===== src/rtl/macarray_pkg.sv =====
// Shared types and constants for the OUT_MEM read side of the MAC array:
// memory geometry, MNT field extraction, and the reader FSM state encoding.
package macarray_pkg;

    localparam int DW     = 16;          // element width
    localparam int BW     = 64;          // SRAM word width
    localparam int AW     = 4;           // SRAM address width
    localparam int LANES  = BW / DW;     // elements per word
    localparam int LANE_W = $clog2(LANES);
    localparam int MAXD   = 8;           // max M/T, column-group stride

    typedef enum logic [2:0] {
        S_IDLE = 3'd0,
        S_RD   = 3'd1,
        S_WT   = 3'd2,
        S_EMIT = 3'd3,
        S_FIN  = 3'd4
    } outrd_state_t;

    function automatic logic [3:0] mnt_m(input logic [11:0] mnt);
        return mnt[11:8];
    endfunction

    function automatic logic [3:0] mnt_n(input logic [11:0] mnt);
        return mnt[7:4];
    endfunction

    function automatic logic [3:0] mnt_t(input logic [11:0] mnt);
        return mnt[3:0];
    endfunction

    // Word holding row t of column group g.
    function automatic logic [AW-1:0] word_addr(input logic g, input logic [2:0] t);
        int a;
        a = int'(g) * MAXD + int'(t);
        return a[AW-1:0];
    endfunction

endpackage


===== src/rtl/outrd_lane_sel.sv =====
// Combinational lane extract: returns element `lane_i` of a packed word,
// with lane 0 held in the most significant DW bits.
module outrd_lane_sel
    import macarray_pkg::*;
(
    input  logic [BW-1:0]     word_i,
    input  logic [LANE_W-1:0] lane_i,
    output logic [DW-1:0]     lane_o
);

    // MSB-first lane mux.
    always_comb begin
        lane_o = '0;
        for (int i = 0; i < LANES; i++) begin
            if (lane_i == LANE_W'(i)) lane_o = word_i[(LANES-1-i)*DW +: DW];
        end
    end

endmodule


===== src/rtl/outmem_reader.sv =====
// OUT_MEM reader: walks the T x M result matrix row-major, reads each packed
// word once and streams its lanes one element per cycle on a valid/ready port.
// Optional feature: define OUTRD_PAD_CHECK_EN to add the PAD_ERR output, which
// flags nonzero padding lanes in words that are read.
//
// Stream handshake: an element transfers on a rising CLK edge where OUT_VALID
// and OUT_READY are both high; while OUT_VALID is high and OUT_READY is low,
// OUT_DATA/OUT_ROW/OUT_COL/OUT_LAST hold their values.
module outmem_reader
    import macarray_pkg::*;
(
    input  logic          CLK,
    input  logic          RSTN,
    input  logic          START,
    input  logic [11:0]   MNT,
    output logic          EN_O,
    output logic [AW-1:0] ADDR_O,
    input  logic [BW-1:0] RDATA_O,
    output logic          OUT_VALID,
    input  logic          OUT_READY,
    output logic [DW-1:0] OUT_DATA,
    output logic [2:0]    OUT_ROW,
    output logic [2:0]    OUT_COL,
    output logic          OUT_LAST,
    output logic          BUSY,
    output logic          DONE,
    output logic          ERR,
`ifdef OUTRD_PAD_CHECK_EN
    output logic          PAD_ERR,
`endif
    output outrd_state_t  DBG_STATE
);

    outrd_state_t        state_q, state_d;
    logic                start_q, start_d;
    logic                armed_q, armed_d;
    logic [3:0]          m_q, m_d;
    logic [3:0]          tn_q, tn_d;
    logic [2:0]          t_q, t_d;
    logic                g_q, g_d;
    logic [LANE_W-1:0]   lane_q, lane_d;
    logic [BW-1:0]       buf_q, buf_d;
    logic                en_q, en_d;
    logic [AW-1:0]       addr_q, addr_d;
    logic                valid_q, valid_d;
    logic [DW-1:0]       data_q, data_d;
    logic [2:0]          row_q, row_d;
    logic [2:0]          col_q, col_d;
    logic                last_q, last_d;
    logic                busy_q, busy_d;
    logic                done_q, done_d;
    logic                err_q, err_d;

    logic [3:0]          m_minus1, rem;
    logic                last_g, final_group, final_row;
    logic [LANE_W-1:0]   last_lane, lane_nxt;
    logic [BW-1:0]       sel_word;
    logic [DW-1:0]       sel_data;
    logic                start_rise, illegal;
    logic [3:0]          unused_n;

    // N is carried in MNT but has no role on the read side.
    assign unused_n = mnt_n(MNT);

    // A START held high through reset release must not count as a new edge,
    // so an edge is only accepted once START has been seen low after reset.
    assign start_rise = START & ~start_q & armed_q;
    assign illegal    = (mnt_m(MNT) == 4'd0) || (mnt_m(MNT) > 4'(MAXD)) ||
                        (mnt_t(MNT) == 4'd0) || (mnt_t(MNT) > 4'(MAXD));

    // Walk bookkeeping: last group of the row, last lane of the current word.
    assign m_minus1    = m_q - 4'd1;
    assign last_g      = m_minus1[2];
    assign rem         = m_minus1 - {1'b0, g_q, 2'b00};
    assign last_lane   = (rem >= 4'd3) ? 2'd3 : rem[1:0];
    assign final_group = (g_q == last_g);
    assign final_row   = ({1'b0, t_q} == (tn_q - 4'd1));

    // The lane about to be presented comes straight from RDATA_O when leaving
    // WT, otherwise from the buffered word.
    assign lane_nxt = (state_q == S_WT) ? '0 : lane_q + 1'b1;
    assign sel_word = (state_q == S_WT) ? RDATA_O : buf_q;

    outrd_lane_sel u_lane_sel (
        .word_i (sel_word),
        .lane_i (lane_nxt),
        .lane_o (sel_data)
    );

    // Next-state and registered-output computation.
    always_comb begin
        state_d = state_q;
        start_d = START;
        armed_d = armed_q | ~START;
        m_d     = m_q;
        tn_d    = tn_q;
        t_d     = t_q;
        g_d     = g_q;
        lane_d  = lane_q;
        buf_d   = buf_q;
        en_d    = en_q;
        addr_d  = addr_q;
        valid_d = valid_q;
        data_d  = data_q;
        row_d   = row_q;
        col_d   = col_q;
        last_d  = last_q;
        busy_d  = busy_q;
        done_d  = 1'b0;
        err_d   = err_q;
        case (state_q)
            S_IDLE: begin
                if (start_rise) begin
                    m_d  = mnt_m(MNT);
                    tn_d = mnt_t(MNT);
                    if (illegal) begin
                        err_d   = 1'b1;
                        state_d = S_FIN;
                    end else begin
                        err_d   = 1'b0;
                        t_d     = '0;
                        g_d     = 1'b0;
                        en_d    = 1'b1;
                        addr_d  = word_addr(1'b0, 3'd0);
                        busy_d  = 1'b1;
                        state_d = S_RD;
                    end
                end
            end
            S_RD: begin
                en_d    = 1'b0;
                state_d = S_WT;
            end
            S_WT: begin
                buf_d   = RDATA_O;
                lane_d  = '0;
                valid_d = 1'b1;
                data_d  = sel_data;
                row_d   = t_q;
                col_d   = {g_q, 2'b00};
                last_d  = final_row && final_group && (last_lane == '0);
                state_d = S_EMIT;
            end
            S_EMIT: begin
                if (OUT_READY) begin
                    if (lane_q != last_lane) begin
                        lane_d = lane_nxt;
                        data_d = sel_data;
                        col_d  = {g_q, lane_nxt};
                        last_d = final_row && final_group && (lane_nxt == last_lane);
                    end else if (final_row && final_group) begin
                        valid_d = 1'b0;
                        last_d  = 1'b0;
                        busy_d  = 1'b0;
                        done_d  = 1'b1;
                        state_d = S_FIN;
                    end else begin
                        valid_d = 1'b0;
                        last_d  = 1'b0;
                        en_d    = 1'b1;
                        state_d = S_RD;
                        if (final_group) begin
                            g_d    = 1'b0;
                            t_d    = t_q + 3'd1;
                            addr_d = word_addr(1'b0, t_q + 3'd1);
                        end else begin
                            g_d    = g_q + 1'b1;
                            addr_d = word_addr(g_q + 1'b1, t_q);
                        end
                    end
                end
            end
            S_FIN: begin
                // A normal run arrives with DONE already raised; an error run
                // spends one settle cycle here first so its DONE lands two
                // cycles after the START edge.
                if (done_q) state_d = S_IDLE;
                else        done_d  = 1'b1;
            end
            default: state_d = S_IDLE;
        endcase
    end

    // State and output registers; reset aborts any run without a DONE.
    always_ff @(posedge CLK or negedge RSTN) begin
        if (!RSTN) begin
            state_q <= S_IDLE;
            start_q <= 1'b0;
            armed_q <= 1'b0;
            m_q     <= '0;
            tn_q    <= '0;
            t_q     <= '0;
            g_q     <= 1'b0;
            lane_q  <= '0;
            buf_q   <= '0;
            en_q    <= 1'b0;
            addr_q  <= '0;
            valid_q <= 1'b0;
            data_q  <= '0;
            row_q   <= '0;
            col_q   <= '0;
            last_q  <= 1'b0;
            busy_q  <= 1'b0;
            done_q  <= 1'b0;
            err_q   <= 1'b0;
        end else begin
            state_q <= state_d;
            start_q <= start_d;
            armed_q <= armed_d;
            m_q     <= m_d;
            tn_q    <= tn_d;
            t_q     <= t_d;
            g_q     <= g_d;
            lane_q  <= lane_d;
            buf_q   <= buf_d;
            en_q    <= en_d;
            addr_q  <= addr_d;
            valid_q <= valid_d;
            data_q  <= data_d;
            row_q   <= row_d;
            col_q   <= col_d;
            last_q  <= last_d;
            busy_q  <= busy_d;
            done_q  <= done_d;
            err_q   <= err_d;
        end
    end

`ifdef OUTRD_PAD_CHECK_EN
    logic [LANES-1:0] pad_hit;
    logic             pad_err_q, pad_err_d;

    for (genvar i = 0; i < LANES; i++) begin : g_pad
        logic [DW-1:0] lane_val;
        outrd_lane_sel u_pad_sel (
            .word_i (RDATA_O),
            .lane_i (LANE_W'(i)),
            .lane_o (lane_val)
        );
        assign pad_hit[i] = ({1'b0, g_q, LANE_W'(i)} >= m_q) && (lane_val != '0);
    end

    // Sticky flag for nonzero padding lanes seen while a word is captured.
    always_comb begin
        pad_err_d = pad_err_q;
        if ((state_q == S_IDLE) && start_rise) pad_err_d = 1'b0;
        else if ((state_q == S_WT) && (|pad_hit)) pad_err_d = 1'b1;
    end

    // Padding-error flag register.
    always_ff @(posedge CLK or negedge RSTN) begin
        if (!RSTN) pad_err_q <= 1'b0;
        else       pad_err_q <= pad_err_d;
    end

    assign PAD_ERR = pad_err_q;
`endif

    assign EN_O      = en_q;
    assign ADDR_O    = addr_q;
    assign OUT_VALID = valid_q;
    assign OUT_DATA  = data_q;
    assign OUT_ROW   = row_q;
    assign OUT_COL   = col_q;
    assign OUT_LAST  = last_q;
    assign BUSY      = busy_q;
    assign DONE      = done_q;
    assign ERR       = err_q;
    assign DBG_STATE = state_q;

endmodule


===== config.mk =====
export PLATFORM = sky130hd
export DESIGN_NAME = outmem_reader
export DESIGN_NICKNAME = d
export VERILOG_FILES = /design/src/rtl/macarray_pkg.sv /design/src/rtl/outrd_lane_sel.sv /design/src/rtl/outmem_reader.sv
export SDC_FILE = /design/constraint.sdc
export NUM_CORES = 1
export LEC_CHECK = 0
export CORE_UTILIZATION = 35
export CTS_CLUSTER_SIZE = 28
export DETAILED_ROUTE_END_ITERATION = 10
export DONT_BUFFER_PORTS = 1
export HOLD_SLACK_MARGIN = 0.1
export PLACE_DENSITY = 0.51
export SLEW_MARGIN = 25
export SYNTH_ARGS = -nofsm -noshare
export SYNTH_HDL_FRONTEND = slang
export SYNTH_SLANG_ARGS = --single-unit

===== constraint.sdc =====
create_clock -name CLK -period 3.3 [get_ports CLK]
set_input_delay 0.495 -clock CLK [delete_from_list [all_inputs] [get_ports CLK]]
set_output_delay 0.495 -clock CLK [all_outputs]
set_load 0.01 [all_outputs]

### Word-level counts from Yosys, hierarchy flattened

Index checks and enable logic that the tools add are counted.

| operators by class | value |
|---|---|
| add/subtract/negate cells | 7 |
| magnitude comparators | 3 |
| eq/ne operators | 20 |
| muxes and demuxes | 66 |
| bitwise logic cells | 5 |
| reduce and logical (&&, ||, !) cells | 23 |

Operators by type and width:

| cell | number |
|---|---|
| two-way mux 16 bit | 6 |
| two-way mux 64 bit | 1 |
| two-way mux 3 bit | 14 |
| one-hot mux 16 bit (2 select lines) | 1 |
| two-way mux 4 bit | 6 |
| two-way mux 1 bit | 23 |
| != test 2 bit (second input constant) | 9 |
| AND reduction 6 bit | 3 |
| one-hot mux 3 bit (5 select lines) | 1 |
| one-hot mux 3 bit (2 select lines) | 2 |
| one-hot mux 1 bit (2 select lines) | 5 |
| greater-than comparator 4 bit (second input constant) | 2 |
| zero test 4 bit | 2 |
| two-way mux 2 bit | 4 |
| one-hot mux 4 bit (2 select lines) | 1 |
| subtractor 4 x 1 -> 4 bit (second input constant) | 2 |
| AND reduction 7 bit | 1 |
| == test 3 x 2 -> 1 bit (second input constant) | 2 |
| AND reduction 3 bit | 2 |
| adder 4 x 3 -> 4 bit | 1 |
| == test 2 bit (second input constant) | 2 |
| == test 3 x 4 -> 1 bit | 1 |
| greater-or-equal comparator 4 x 2 -> 1 bit (second input constant) | 1 |
| zero test 2 bit | 2 |
| 22 further kinds | 30 |

| storage, ports and cells | value |
|---|---|
| flip-flop bits (word level) | 115 |
| output and inout port bits | 35 |
| word-level logic and storage cells | 143 |

### Logic depth before layout (Yosys ltp)

| depth | value |
|---|---|
| word-level depth | 10 |
| mapped depth | 13 |
| depth with buffers taken out | 11 |

### Cells and area by module

A second synthesis with hierarchy kept.

| unflattened totals | value |
|---|---|
| cell total of the unflattened synthesis | 375 |
| area, all modules | 5271.3 µm² |

By module, submodules not included:

| module | times used | cells an instance | area an instance (µm²) | sequential area each (µm²) |
|---|---|---|---|---|
| outmem_reader | 1 | 355 | 4847.1 | 2802.7 |
| outrd_lane_sel | 1 | 20 | 424.2 | 0.0 |

### Least setup slack after synthesis

Ideal clock, no wire load.

| path | value |
|---|---|
| path type | register to register |
| start point | register m_q[0] |
| end point | register col_q[2], in the netlist OUT_COL[2] |
| arrival time | 2744 ps |
| required time | 3175 ps |
| setup slack | 431 ps |
| stages on the path, launching flop included | 13 |
| buffers on the path | 3 |
| period minus slack after synthesis | 2869 ps |
| path through | dfrtp_1 > buf_6 > inv_1 > ha_1 > xor2_1 > ha_1 > clkbuf_1 > nand2b_1 > o311a_4 > nor3b_4 > o21ai_4 > buf_6 > mux2_4 |

| between the ends | value |
|---|---|
| cells in the longest elaborated chain, start to end | 7 |

Ends and longest elaborated chain:

| what | line | text |
|---|---|---|
| start: declaration | outmem_reader.sv:37 | `logic [3:0] m_q, m_d;` |
| start signal: assignment | outmem_reader.sv:210 | `m_q <= m_d;` |
| subtractor 4 x 1 -> 4 bit (*) | outmem_reader.sv:72 | `assign m_minus1 = m_q - 4'd1;` |
| subtractor 4 x 3 -> 4 bit (*) | outmem_reader.sv:74 | `assign rem = m_minus1 - {1'b0, g_q, 2'b00};` |
| greater-or-equal comparator 4 x 2 -> 1 bit | outmem_reader.sv:75 | `assign last_lane = (rem >= 4'd3) ? 2'd3 : rem[1:0];` |
| two-way mux 2 bit (*) | outmem_reader.sv:75 |  |
| != test 2 bit (*) | outmem_reader.sv:146 | `if (lane_q != last_lane) begin` |
| != test 2 bit (no source line) (*) | -- |  |
| AND reduction 3 bit (no source line) (*) | -- |  |
| end signal: assignment | outmem_reader.sv:221 | `col_q <= col_d;` |
| end: declaration | outmem_reader.sv:48 | `logic [2:0] col_q, col_d;` |

Every way passes the cells marked *; elsewhere a longest branch is shown, timed or not.
A chain may end at the register's enable or synchronous reset.

### Worst setup path in the final report

| path | value |
|---|---|
| start point | register m_q[1] |
| end point | register data_q[8], in the netlist OUT_DATA[8] |

| between the ends | value |
|---|---|
| cells in the longest elaborated chain, start to end | 7 |

Ends and longest elaborated chain:

| what | line | text |
|---|---|---|
| subtractor 4 x 1 -> 4 bit (*) | outmem_reader.sv:72 |  |
| subtractor 4 x 3 -> 4 bit (*) | outmem_reader.sv:74 |  |
| greater-or-equal comparator 4 x 2 -> 1 bit | outmem_reader.sv:75 |  |
| two-way mux 2 bit (*) | outmem_reader.sv:75 |  |
| != test 2 bit (*) | outmem_reader.sv:146 |  |
| != test 2 bit (no source line) (*) | -- |  |
| AND reduction 3 bit (no source line) (*) | -- |  |
| end signal: assignment | outmem_reader.sv:219 | `data_q <= data_d;` |
| end: declaration | outmem_reader.sv:46 | `logic [DW-1:0] data_q, data_d;` |

Marked as above.

==> results.json <==
{
  "top_level_ports": 115,
  "die_y_um": 126,
  "crit_chain": "inv_1 > ha_1 > xor2_1 > inv_1 > ha_1 > xnor2_1 > xnor2_1 > o311a_4 > nor3b_4 > o21ai_4 > buf_12 > mux2_4",
  "arrival_ps": 3070,
  "clkLatencyLatePin_ps": 350,
  "grt_util_met1_pct": 21.8,
  "wl_per_cell_um": 16.9,
  "cp-end-kind": "flop",
  "grt_overflow": 0,
  "hpwlAfterDp_um": 8320,
  "p_sw_mw": 2.33,
  "synth_top_area_share_pct": 52.2,
  "finalCritPeriodShare_pct": 85.9,
  "max_stage_delay_ps": 420,
  "numClockSinks": 112,
  "status": "finished, final reports clean",
  "drv_slew": 0,
  "critical_path_class": "flop to flop",
  "start_kind": "flop",
  "clock_skew_ps": 9.35,
  "diodes": 0,
  "use_met2_pct": 26.5,
  "ys.flop_type": "dfrtp_1",
  "initial_core_util_pct": 36.4,
  "pwr-share-comb_pct": 41.8,
  "p_sw_share_pct": 38.3,
  "fin_crit_ps": 2840,
  "synth_edf_count": 0,
  "max-slew-margin-rel_pct": 37.3,
  "grt_max_degree": 113,
  "ys_ff_latch": 112,
  "async_reset_ff_share_pct": 100,
  "r2r_start": "m_q[1]",
  "drt_iter0_markers": 198,
  "drc": 0,
  "p_seq_share_pct": 41.7,
  "avgSynthCellArea_um2": 9.75,
  "p_int_mw": 3.76,
  "syn_nets": 636,
  "grt_pass1_wl_um": 20300,
  "fin_nets": 625,
  "root_buffer": "clkbuf_16",
  "syn_area_um2": 5370,
  "rows": 44,
  "wl_um": 12300,
  "crit_required_ps": 3530,
  "reg2reg_depth": 12,
  "num_vias": 3704,
  "worst_path_max_delay_cell": "o311a_4",
  "post_cts_buffers": 0,
  "ys_seq_area_share_pct": 52.2,
  "cts-htree-levels": 3,
  "worst_slew_pin_slew_ps": 928,
  "p_per_area_nw_per_um2": 1040,
  "fmax_mhz": 353,
  "max_cap_viol_count": 0,
  "dr.pass1.iters": 4,
  "fill_cells": 1476,
  "setup_viol": 0,
  "p_clk_share_pct": 16.4,
  "cp_top_family": "XOR/XNOR gates",
  "clockBufferDepth": 2,
  "final_area_um2": 5850,
  "die_w_um": 126,
  "io_buffers": 0,
  "synthTopCellsByArea": "dfrtp_1 52%, nand2_1 17%, mux4_2 5.9%",
  "reg2reg_slack_ps": 460,
  "synth.distinct_cells": 54,
  "drtAntennaViolNets": 0,
  "final_cells": 729,
  "antenna_found_initial": 0,
  "path_buf_inv": 3,
  "gp_congestion": 0.773,
  "via_per_inst": 5.08,
  "tns_ps": 0,
  "reg2reg_to": "OUT_DATA[8]",
  "gr-usage-met3_pct": 5.14,
  "drive_gt1_share_pct": 13.4,
  "post_cts_resized": 0,
  "core_area_um2": 14800,
  "grt_pass1_vias": 3800,
  "cts_buffers": 9,
  "syn2layout_area_growth_pct": 8.88,
  "power_leakage_nw": 2.85,
  "yosysWarnings": 0,
  "die_area_um2": 15800,
  "place_area_um2": 5560,
  "peakVddDrop_mv": 0.353,
  "grt_util_all_layers_pct": 16.7,
  "finalHoldViolCount": 0,
  "synth_largest_area_cell": "dfrtp_1",
  "hold_class": "input port to asynchronous set/reset pin",
  "synth_cells": 551,
  "dp_cells": 712,
  "busiest_layer": "met2",
  "tritoncts": "yes",
  "clk_pin_slew_ps": 70,
  "worstPathMaxFanout": 17,
  "rsz0062_at_grt": "false"
}
## per-layer routing
layer	vias to the layer above	share of wire, %
met4	0	1.3
li1	1809	-
met1	1796	46
met3	11	5.7
met5	-	0
met2	88	47
## sequential cells by signal, summed over array words and instances, names as in the netlist
register	flops
DONE	1
t_q	3
lane_q	1
OUT_COL	2
ERR	1
OUT_DATA	16
m_q	4
OUT_VALID	1
DBG_STATE	3
OUT_ROW	3
g_q	1
ADDR_O	3
tn_q	4
armed_q	1
OUT_LAST	1
EN_O	1
buf_q	64
start_q	1
BUSY	1
## metrics by stage
step | util [%] | power (mW) | hold slack, ps | worst slack [ps]
global route | 39.6 | 6.61 | 111 | 253
global placement | 37.7 | 5.05 | 204 | 497
CTS | 39.6 | 6.20 | 114 | 457
floorplan | - | 4.52 | 199 | 431
finish | 39.6 | 6.10 | 83.8 | 465
detailed placement | 37.7 | 5.13 | 204 | 480
## power groups by stage
stage | Clock, mW | Combinational, mW | Sequential [mW]
2_1_floorplan | 0 | 2.15 | 2.37
3_3_place_gp | 0 | 2.49 | 2.56
3_5_place_dp | 0 | 2.55 | 2.58
4_1_cts | 1.05 | 2.59 | 2.56
5_1_grt | 1.09 | 2.88 | 2.64
6_report | 1.00 | 2.55 | 2.54
## cells in the mapped netlist, drive strengths merged, types with 2 or more instances
cell / count
a311oi: 2
nor2b: 3
inv: 12
ha: 5
o21ai: 16
mux4: 14
nand4: 3
xnor2: 3
nor2: 12
nor4bb: 2
nor3b: 3
nor4: 2
and3: 3
nand3: 4
nand3b: 3
nand2: 239
xor2: 6
o311a: 2
a41oi: 3
clkbuf: 22
a211oi: 2
mux2: 28
dfrtp: 112
o311ai: 2
a21oi: 6
nand2b: 4
buf: 10
nor3: 8
o22ai: 3
o31ai: 2
## cell usage in the layout (no fill, tap or decap), drive strengths merged, types with 4 or more instances in the layout
master | netlist | routed
inv | 12 | 12
mux4 | 14 | 14
clkinv | 1 | 4
nand2 | 239 | 239
nand3 | 4 | 4
nor3 | 8 | 8
clkbuf | 22 | 13
nand2b | 4 | 4
o21ai | 16 | 16
ha | 5 | 5
buf | 10 | 10
nor2 | 12 | 12
mux2 | 28 | 28
xor2 | 6 | 6
dfrtp | 112 | 112
a21oi | 6 | 6
## worst max-delay path by stage
stage,cells after the start,slack (ps),start,end
floorplan,12,430,m_q[0],OUT_COL[2]
global placement,12,500,m_q[0],OUT_DATA[5]
detailed placement,12,480,m_q[0],OUT_DATA[8]
CTS,12,460,m_q[0],OUT_DATA[8]
global route,12,250,m_q[1],OUT_DATA[14]
finish,12,460,m_q[1],OUT_DATA[8]
## cell families (layout without fill, tap and decap cells)
family,after synthesis,count (layout),synth area share [%]
xor gates and xnor gates,9,9,1.47
adders and majority gates,5,5,1.16
AOI/OAI and AO/OA,47,47,6.34
and+or+nand+nor,290,290,22.6
DFF,112,112,52.2
buffers and inverters,45,39,3.56
muxes,43,43,12.6
## area by class of cell
type | count | area, µm² | share of cell area, %
Clock buffer | 13 | 240 | 4.11
Clock inverter | 3 | 18.8 | 0.321
Inverter | 13 | 48.8 | 0.835
Multi-Input combinational cell | 394 | 2380 | 40.8
Sequential cell | 112 | 2800 | 48.0
Tap cell | 184 | 230 | 3.94
Timing Repair Buffer | 10 | 120 | 2.05
## repair_timing
action	4_1_cts	5_1_grt
endpoints found under the setup margin	0	0
hold endpoints to repair	112	0
hold buffers	1	0
(Power assumes the default switching activity.)
